[src/rtl/frame_mem_arbiter_if.sv]
// Bundle of display-read, game-write and RAM-side signals around the frame memory arbiter.
interface frame_mem_arbiter_if #(
   parameter int ADDR_W = 11,
   parameter int DATA_W = 8
) ();
   logic              vga_re;
   logic [ADDR_W-1:0] vga_addr;
   logic [DATA_W-1:0] vga_data;
   logic              vga_valid;
   logic              vga_miss;
   logic              wr_req;
   logic [ADDR_W-1:0] wr_addr;
   logic [DATA_W-1:0] wr_data;
   logic              wr_ack;
   logic              mem_en;
   logic              mem_we;
   logic [ADDR_W-1:0] mem_addr;
   logic [DATA_W-1:0] mem_wdata;
   logic [DATA_W-1:0] mem_rdata;

   // Requesters and RAM side: drive requests and read data, observe results.
   modport master (
      output vga_re, vga_addr, wr_req, wr_addr, wr_data, mem_rdata,
      input  vga_data, vga_valid, vga_miss, wr_ack,
             mem_en, mem_we, mem_addr, mem_wdata
   );

   // Arbiter side.
   modport slave (
      input  vga_re, vga_addr, wr_req, wr_addr, wr_data, mem_rdata,
      output vga_data, vga_valid, vga_miss, wr_ack,
             mem_en, mem_we, mem_addr, mem_wdata
   );
endinterface

[src/rtl/frame_mem_arbiter.sv]
// Single-port frame memory arbiter: display reads take priority, game-logic
// writes are forced through after MAX_WAIT cycles of starvation.
module frame_mem_arbiter #(
   parameter int ADDR_W   = 11,
   parameter int DATA_W   = 8,
   parameter int MAX_WAIT = 15
) (
   input logic           clk,
   input logic           reset,
   frame_mem_arbiter_if.slave bus
);
   localparam logic [1:0] S_IDLE = 2'd0;
   localparam logic [1:0] S_RD   = 2'd1;
   localparam logic [1:0] S_WR   = 2'd2;
   localparam logic [7:0] MAX_WAIT_C = 8'(MAX_WAIT);

   logic [1:0]        state_q, state_d;
   logic [7:0]        wait_q, wait_d;
   logic              rd_pend_q, rd_pend_d;
   logic              vga_valid_q, vga_valid_d;
   logic [DATA_W-1:0] vga_data_q, vga_data_d;
   logic              vga_miss_q, vga_miss_d;
   logic              wr_ack_q, wr_ack_d;
   logic              mem_en_q, mem_en_d;
   logic              mem_we_q, mem_we_d;
   logic [ADDR_W-1:0] mem_addr_q, mem_addr_d;
   logic [DATA_W-1:0] mem_wdata_q, mem_wdata_d;
   logic              grant_wr;

   // Next-state arbitration, starvation counter and registered memory command.
   always_comb begin
      // A request seen on its own ack edge is the same request, not a new one.
      grant_wr = bus.wr_req && !wr_ack_q && (!bus.vga_re || (wait_q == MAX_WAIT_C));

      state_d = S_IDLE;
      if (grant_wr)        state_d = S_WR;
      else if (bus.vga_re) state_d = S_RD;

      wait_d = wait_q;
      if (!bus.wr_req || grant_wr)  wait_d = 8'd0;
      else if (!wr_ack_q)           wait_d = (wait_q >= MAX_WAIT_C) ? wait_q : wait_q + 8'd1;

      mem_en_d    = (state_d != S_IDLE);
      mem_we_d    = (state_d == S_WR);
      mem_addr_d  = mem_addr_q;
      mem_wdata_d = mem_wdata_q;
      if (state_d == S_WR) begin
         mem_addr_d  = bus.wr_addr;
         mem_wdata_d = bus.wr_data;
      end else if (state_d == S_RD) begin
         mem_addr_d  = bus.vga_addr;
      end

      wr_ack_d   = grant_wr;
      vga_miss_d = grant_wr && bus.vga_re;

      // RD cycle -> RAM samples at the following edge -> capture one edge later.
      rd_pend_d   = (state_q == S_RD);
      vga_valid_d = rd_pend_q;
      vga_data_d  = rd_pend_q ? bus.mem_rdata : vga_data_q;
   end

   // State and output registers; reset discards any reads in flight.
   always_ff @(posedge clk or posedge reset) begin
      if (reset) begin
         state_q     <= S_IDLE;
         wait_q      <= 8'd0;
         rd_pend_q   <= 1'b0;
         vga_valid_q <= 1'b0;
         vga_data_q  <= '0;
         vga_miss_q  <= 1'b0;
         wr_ack_q    <= 1'b0;
         mem_en_q    <= 1'b0;
         mem_we_q    <= 1'b0;
         mem_addr_q  <= '0;
         mem_wdata_q <= '0;
      end else begin
         state_q     <= state_d;
         wait_q      <= wait_d;
         rd_pend_q   <= rd_pend_d;
         vga_valid_q <= vga_valid_d;
         vga_data_q  <= vga_data_d;
         vga_miss_q  <= vga_miss_d;
         wr_ack_q    <= wr_ack_d;
         mem_en_q    <= mem_en_d;
         mem_we_q    <= mem_we_d;
         mem_addr_q  <= mem_addr_d;
         mem_wdata_q <= mem_wdata_d;
      end
   end

   assign bus.vga_data  = vga_data_q;
   assign bus.vga_valid = vga_valid_q;
   assign bus.vga_miss  = vga_miss_q;
   assign bus.wr_ack    = wr_ack_q;
   assign bus.mem_en    = mem_en_q;
   assign bus.mem_we    = mem_we_q;
   assign bus.mem_addr  = mem_addr_q;
   assign bus.mem_wdata = mem_wdata_q;
endmodule

[src/flat_wrapper.sv]
// flat-port wrapper written by rule: the top's interface ports become plain ports
module frame_mem_arbiter_flat 
#(
   parameter int ADDR_W   = 11,
   parameter int DATA_W   = 8,
   parameter int MAX_WAIT = 15
)
  (clk, reset, bus_vga_re, bus_vga_addr, bus_wr_req, bus_wr_addr, bus_wr_data, bus_mem_rdata, bus_vga_data, bus_vga_valid, bus_vga_miss, bus_wr_ack, bus_mem_en, bus_mem_we, bus_mem_addr, bus_mem_wdata);
  frame_mem_arbiter_if #(.ADDR_W(ADDR_W), .DATA_W(DATA_W)) bus_i ();
  input logic clk;
  input logic reset;
  input wire logic [$bits(bus_i.vga_re)-1:0] bus_vga_re;
  input wire logic [$bits(bus_i.vga_addr)-1:0] bus_vga_addr;
  input wire logic [$bits(bus_i.wr_req)-1:0] bus_wr_req;
  input wire logic [$bits(bus_i.wr_addr)-1:0] bus_wr_addr;
  input wire logic [$bits(bus_i.wr_data)-1:0] bus_wr_data;
  input wire logic [$bits(bus_i.mem_rdata)-1:0] bus_mem_rdata;
  output wire logic [$bits(bus_i.vga_data)-1:0] bus_vga_data;
  output wire logic [$bits(bus_i.vga_valid)-1:0] bus_vga_valid;
  output wire logic [$bits(bus_i.vga_miss)-1:0] bus_vga_miss;
  output wire logic [$bits(bus_i.wr_ack)-1:0] bus_wr_ack;
  output wire logic [$bits(bus_i.mem_en)-1:0] bus_mem_en;
  output wire logic [$bits(bus_i.mem_we)-1:0] bus_mem_we;
  output wire logic [$bits(bus_i.mem_addr)-1:0] bus_mem_addr;
  output wire logic [$bits(bus_i.mem_wdata)-1:0] bus_mem_wdata;
  assign bus_i.vga_re = bus_vga_re;
  assign bus_i.vga_addr = bus_vga_addr;
  assign bus_i.wr_req = bus_wr_req;
  assign bus_i.wr_addr = bus_wr_addr;
  assign bus_i.wr_data = bus_wr_data;
  assign bus_i.mem_rdata = bus_mem_rdata;
  assign bus_vga_data = bus_i.vga_data;
  assign bus_vga_valid = bus_i.vga_valid;
  assign bus_vga_miss = bus_i.vga_miss;
  assign bus_wr_ack = bus_i.wr_ack;
  assign bus_mem_en = bus_i.mem_en;
  assign bus_mem_we = bus_i.mem_we;
  assign bus_mem_addr = bus_i.mem_addr;
  assign bus_mem_wdata = bus_i.mem_wdata;
  frame_mem_arbiter #(.ADDR_W(ADDR_W), .DATA_W(DATA_W), .MAX_WAIT(MAX_WAIT)) u_core (.clk(clk), .reset(reset), .bus(bus_i));
endmodule
[config.mk]
export PLATFORM = sky130hd
export DESIGN_NAME = frame_mem_arbiter_flat
export DESIGN_NICKNAME = d
export VERILOG_FILES = /design/src/rtl/frame_mem_arbiter_if.sv /design/src/rtl/frame_mem_arbiter.sv /design/src/flat_wrapper.sv
export SDC_FILE = /design/constraint.sdc
export NUM_CORES = 1
export LEC_CHECK = 0
export ABC_AREA = 1
export BUFFER_PORTS_ARGS = -buffer_cell sky130_fd_sc_hd__buf_4
export CORE_UTILIZATION = 48
export CTS_CLUSTER_SIZE = 10
export DETAILED_ROUTE_END_ITERATION = 8
export PLACE_DENSITY = 0.79
export SYNTH_ARGS = -nofsm -noshare
export SYNTH_HDL_FRONTEND = slang
export SYNTH_SLANG_ARGS = --single-unit
[constraint.sdc]
create_clock -name clk -period 1.7 [get_ports clk]
set_clock_uncertainty 0.2 [all_clocks]
set_input_delay 0.085 -clock clk [delete_from_list [all_inputs] [get_ports clk]]
set_output_delay 0.085 -clock clk [all_outputs]
set_load 0.05 [all_outputs]
**Word level (Yosys, flattened, before mapping)**

Index checks and enable logic that the tools add are counted.

- Flip-flop bits (word level): 43
- Bits in latches: 0
- RAM bits: 0
- ROM bits: 0
- Input bits: 42
- Output and inout bits: 32
- Word-level logic and storage cells: 37
- Memories: 0

- Add/subtract/negate cells: 1
- $mul: 0
- Divide/modulo/power cells: 0
- Order comparisons: 1
- Eq/ne operators: 6
- Shift-type cells: 0
- Muxes and demuxes: 7
- Bitwise operators: 0
- Reduce and logical (&&, ||, !) cells: 11

Operators with widths:

| kind | count |
|---|---|
| 2-to-1 mux 8 bit | 3 |
| 2-to-1 mux 11 bit | 2 |
| adder 8 x 1 -> 8 bit (second input constant) | 1 |
| equality test 8 x 4 -> 1 bit (second input constant) | 1 |
| >= comparator 8 x 4 -> 1 bit (second input constant) | 1 |
| equality test 2 x 1 -> 1 bit (second input constant) | 2 |
| nonzero test 2 bit | 2 |
| logical AND 1 bit | 3 |
| zero test 1 bit | 3 |
| equality test 2 bit (second input constant) | 1 |
| logical OR 1 bit | 2 |
| 2-to-1 mux 2 bit | 1 |
| != test 2 x 1 -> 1 bit (second input constant) | 1 |
| != test 2 bit (second input constant) | 1 |
| AND reduction 2 bit | 1 |
| 2-to-1 mux 1 bit | 1 |

**Depth between registers and ports, before layout**

- Word-level depth: 7
- Gate-level depth with buffers: 8
- Depth with buffers taken out: 7

**Least setup slack after synthesis**

No wires, ideal clock.

- Path type: register -> register
- Start: register, netlist name u_core.state_q[1]
- End: register u_core.mem_addr_q[0], in the netlist u_core.bus.mem_addr[0]
- Setup time: 0.118 ns
- Arrival time: 1.257 ns
- Data required time: 1.382 ns
- Slack: 0.126 ns
- Stages on the path, launching flop included: 6
- Buffers on the path: 1
- Period minus slack after synthesis: 1.574 ns
- Cell sequence: dfrtp_1 nor2_4 buf_2 nand4_1 nand3_1 nand2_1

RTL lines:

| element | line | RTL |
|---|---|---|
| end signal, assigned | frame_mem_arbiter.sv:87 | `mem_addr_q <= mem_addr_d;` |
| end, declared | frame_mem_arbiter.sv:26 | `logic [ADDR_W-1:0] mem_addr_q, mem_addr_d;` |

**Final worst setup path**

- Start: input port bus_wr_req
- End: register u_core.mem_addr_q[2], in the netlist u_core.bus.mem_addr[2]

- Word-level cells in the longest chain between the ends: 5
- Elaborated cells between the ends (all ways): 7
- Those cells by class: 2 x eq/ne; 2 x mux; 3 x reduce/logical

RTL lines:

| element | line | RTL |
|---|---|---|
| start, declared | flat_wrapper.sv:14 | `input wire logic [$bits(bus_i.wr_req)-1:0] bus_wr_req;` |
| logical AND 1 bit * (2 in series) | frame_mem_arbiter.sv:33 | `grant_wr = bus.wr_req && !wr_ack_q && (!bus.vga_re \|\| (wait_q == MAX_WAIT_C));` |
| 2-to-1 mux 2 bit * | frame_mem_arbiter.sv:36 | `if (grant_wr) state_d = S_WR;` |
| equality test 2 bit / equality test 2 x 1 -> 1 bit (equally long branches) | frame_mem_arbiter.sv:47, frame_mem_arbiter.sv:50 |  |
| 2-to-1 mux 11 bit / nonzero test 2 bit (equally long branches) | -- |  |

Mark *: on every way between the ends. The rest lies on a longest branch, timed or not.
A chain may end at the register's enable or synchronous reset.

==> out/qor.csv <==
metric,value,unit
Synth area leaders,"dfrtp_1, nand2_1, inv_1",
Unique masters post-synth,19,
final setup vio count,0,
ANT cells,0,
status,"finished, final reports clean",
dpl cell area,2456,sq um
hpwl dp,2.873,mm
Core ar.,3716,sq um
first-pass GRT wire length,8.176,mm
fin area,3059,sq um
layout cells sized above 1,32.84,%
DRT antenna net count,0,
YS warnings,0,
routability congestion estimate,0.7630,
H-tree levels,2,
worst hold slack,0.1919,ns
Synth Flop Type,dfrtp_1,
number of cell rows,22,
initial drt markers,217,
die height,64.49,um
Crit Path Class,in2reg,
DR vias/cell,4.919,
area share of the leading cell type in the synthesized netlist,56.07,%
Port Buffers,73,
f_max,596.1,MHz
synthesized area,1874,sq um
clock transition at the registers of the reported paths,0.07,ns
initial antenna violation count,0,
endpoint type of the worst setup path,flop,
Final period util,98.68,%
register bit total from synthesis,42,
"Core Util, Final",82.32,%
"commonest non-fill, non-tap cell in the layout",buf_4,
Synth area leader,dfrtp_1,
setup_tns,0,ns
Peak VDD IR,0.5931,mV
most frequent cells in the layout,"buf_4, nand2_1, dfrtp_1",
via count,1884,
CTS max path bufs,2,
Crit path required time,1.68,ns
Syn Nets,252,
die area,4159,sq um
"wirelength, routed",5.506,mm
clock sink count,42,
"Max FO, Critical Path",6,
critical path arrival,1.66,ns
IO Pins,74,
Cells after Synth,209,
Pwr per Cell Area,927.2,nW/um^2
fraction of registers with async set/reset,100.0,%
router iterations before antenna repair,5,
Non-Filler Instances,383,
GRT Residual Overflow,0,
Worst Max-Slew Pin Slew,0.7400,ns
post-synthesis sequential area ratio,56.07,%
Total GRT Usage,26.41,%
Die Width,64.49,um
nets@finish,377,
Worst-Skew Late Latency,0.30,ns
initial core utilization,50.44,%
DRC viols,0,
pin count of the biggest net entering global routing,23,
r2r worst-path depth,7,
mean area per synthesized cell,8.968,sq um
crit path launch type,input pin,
total CTS buffers,5,
WL/cell,14.38,um
Layout area overhead,63.22,%
Post-synth EDFFs,0,
cell leakage power,1.662,nW
Cells after DPL,325,
Final Critical Period,1.678,ns
Max Cap Viol,0,
endpoints failing hold,0,
Max Slew Vio Count,0,
Worst slew margin,50.36,%
vias in the first global route,1780,
Hold Crit Class,in2async,
clock root cell,clkbuf_8,
CTS tree,done,
synth_stat cells (2+ instances only):
cell type and instances:
nor2_1 8, nand4_1 12, mux2_2 8, nand2_1 67, nand2_2 2, nor2_2 2
nand3_1 14, dfrtp_1 42, inv_1 36, buf_2 4, buf_6 3, o21ai_0 2
xor2_1 2, buf_4 2
worst max-delay path: stages:
cell           delay (ns)
dlygate4sd3_1        0.53
buf_4                0.14
inv_1                0.11
nor2_4               0.08
nor2_4               0.22
clkinvlp_4           0.16
buf_4                0.16
nand3_1              0.08
nand2_1              0.08
state kept, by name (all words and copies together), names as in the netlist:
| signal | count |
|---|---|
| u_core.bus.mem_addr | 11 |
| u_core.bus.vga_data | 8 |
| u_core.bus.mem_we | 1 |
| u_core.bus.mem_en | 1 |
| u_core.bus.vga_valid | 1 |
| u_core.bus.vga_miss | 1 |
| u_core.wait_q | 8 |
| u_core.state_q | 2 |
| u_core.bus.mem_wdata | 8 |
| u_core.rd_pend_q | 1 |
cell families after synthesis:
group           Yosys count  share of synthesized area (%)
simple gates            107                          25.63
buf+inv                  46                          11.08
flops                    42                          56.07
mux                       8                          4.807
compound gates            3                         0.8008
xor+xnor                  2                         0.9348
fa+ha+maj                 1                         0.6675
metrics by stage:
step / setup WS [ns] / power [mW]
global placement: 0.04590 / 1.976
finish: 0.02242 / 2.836
CTS: 0.04582 / 2.800
floorplan: 0.1257 / 1.708
global route: -0.05838 / 2.955
detailed placement: 0.004679 / 1.987
power by group:
part | total [mW] | switching, mW | leakage [nW] | internal (mW)
logic | 0.922 | 0.575 | 1.08 | 0.346
clock network | 0.741 | 0.331 | 0.0575 | 0.410
registers | 1.17 | 0.0707 | 0.522 | 1.10
what timing repair did:
| action | in CTS | in global routing |
|---|---|---|
| hold buffers | 41 | 0 |
| pin swaps | 0 | 1 |
| endpoints found under the setup margin | 9 | 21 |
| setup buffers | 0 | 8 |
| resized for setup | 2 | 2 |
| cloned | 0 | 1 |
| hold endpoints to repair | 50 | 0 |
final timing paths:
| path | end | start | slack (ns) |
|---|---|---|---|
| max | u_core.bus.mem_addr[2]$_DFFE_PP0P_ | bus_wr_req | 0.02 |
| min | u_core.bus.vga_data[4]$_DFFE_PP0P_ | reset | 0.19 |
| max reg2reg | u_core.bus.mem_addr[3]$_DFFE_PP0P_ | u_core.wait_q[0]$_DFFE_PP0P_ | 0.07 |
| min reg2reg | u_core.rd_pend_q$_DFF_PP0_ | u_core.state_q[0]$_DFF_PP0_ | 0.28 |
| max in group asynchronous | u_core.bus.mem_addr[5]$_DFFE_PP0P_ | reset | 0.60 |
| min in group clk | u_core.rd_pend_q$_DFF_PP0_ | u_core.state_q[0]$_DFF_PP0_ | 0.28 |
per-layer routing:
layer | track usage (%) | vias to the layer above | routed length [um] | share of wire (%)
met5 | 0 | - | 0 | 0
met2 | 47.37 | 101 | 2894 | 53
met3 | 4.930 | 13 | 358 | 6.5
met1 | 31.19 | 881 | 2147 | 39
met4 | 10.00 | 0 | 105 | 1.9
li1 | - | 889 | - | -
cell type report:
type                       count  area (sq um)
clock buffer                   8         110.1
fill                         200         656.9
inverter                      37         145.1
multi-input combinational    122         630.6
sequential                    42          1051
tap                           48         60.06
timing repair buffer         126          1062
No activity file was read; power rests on OpenSTA's default activity.
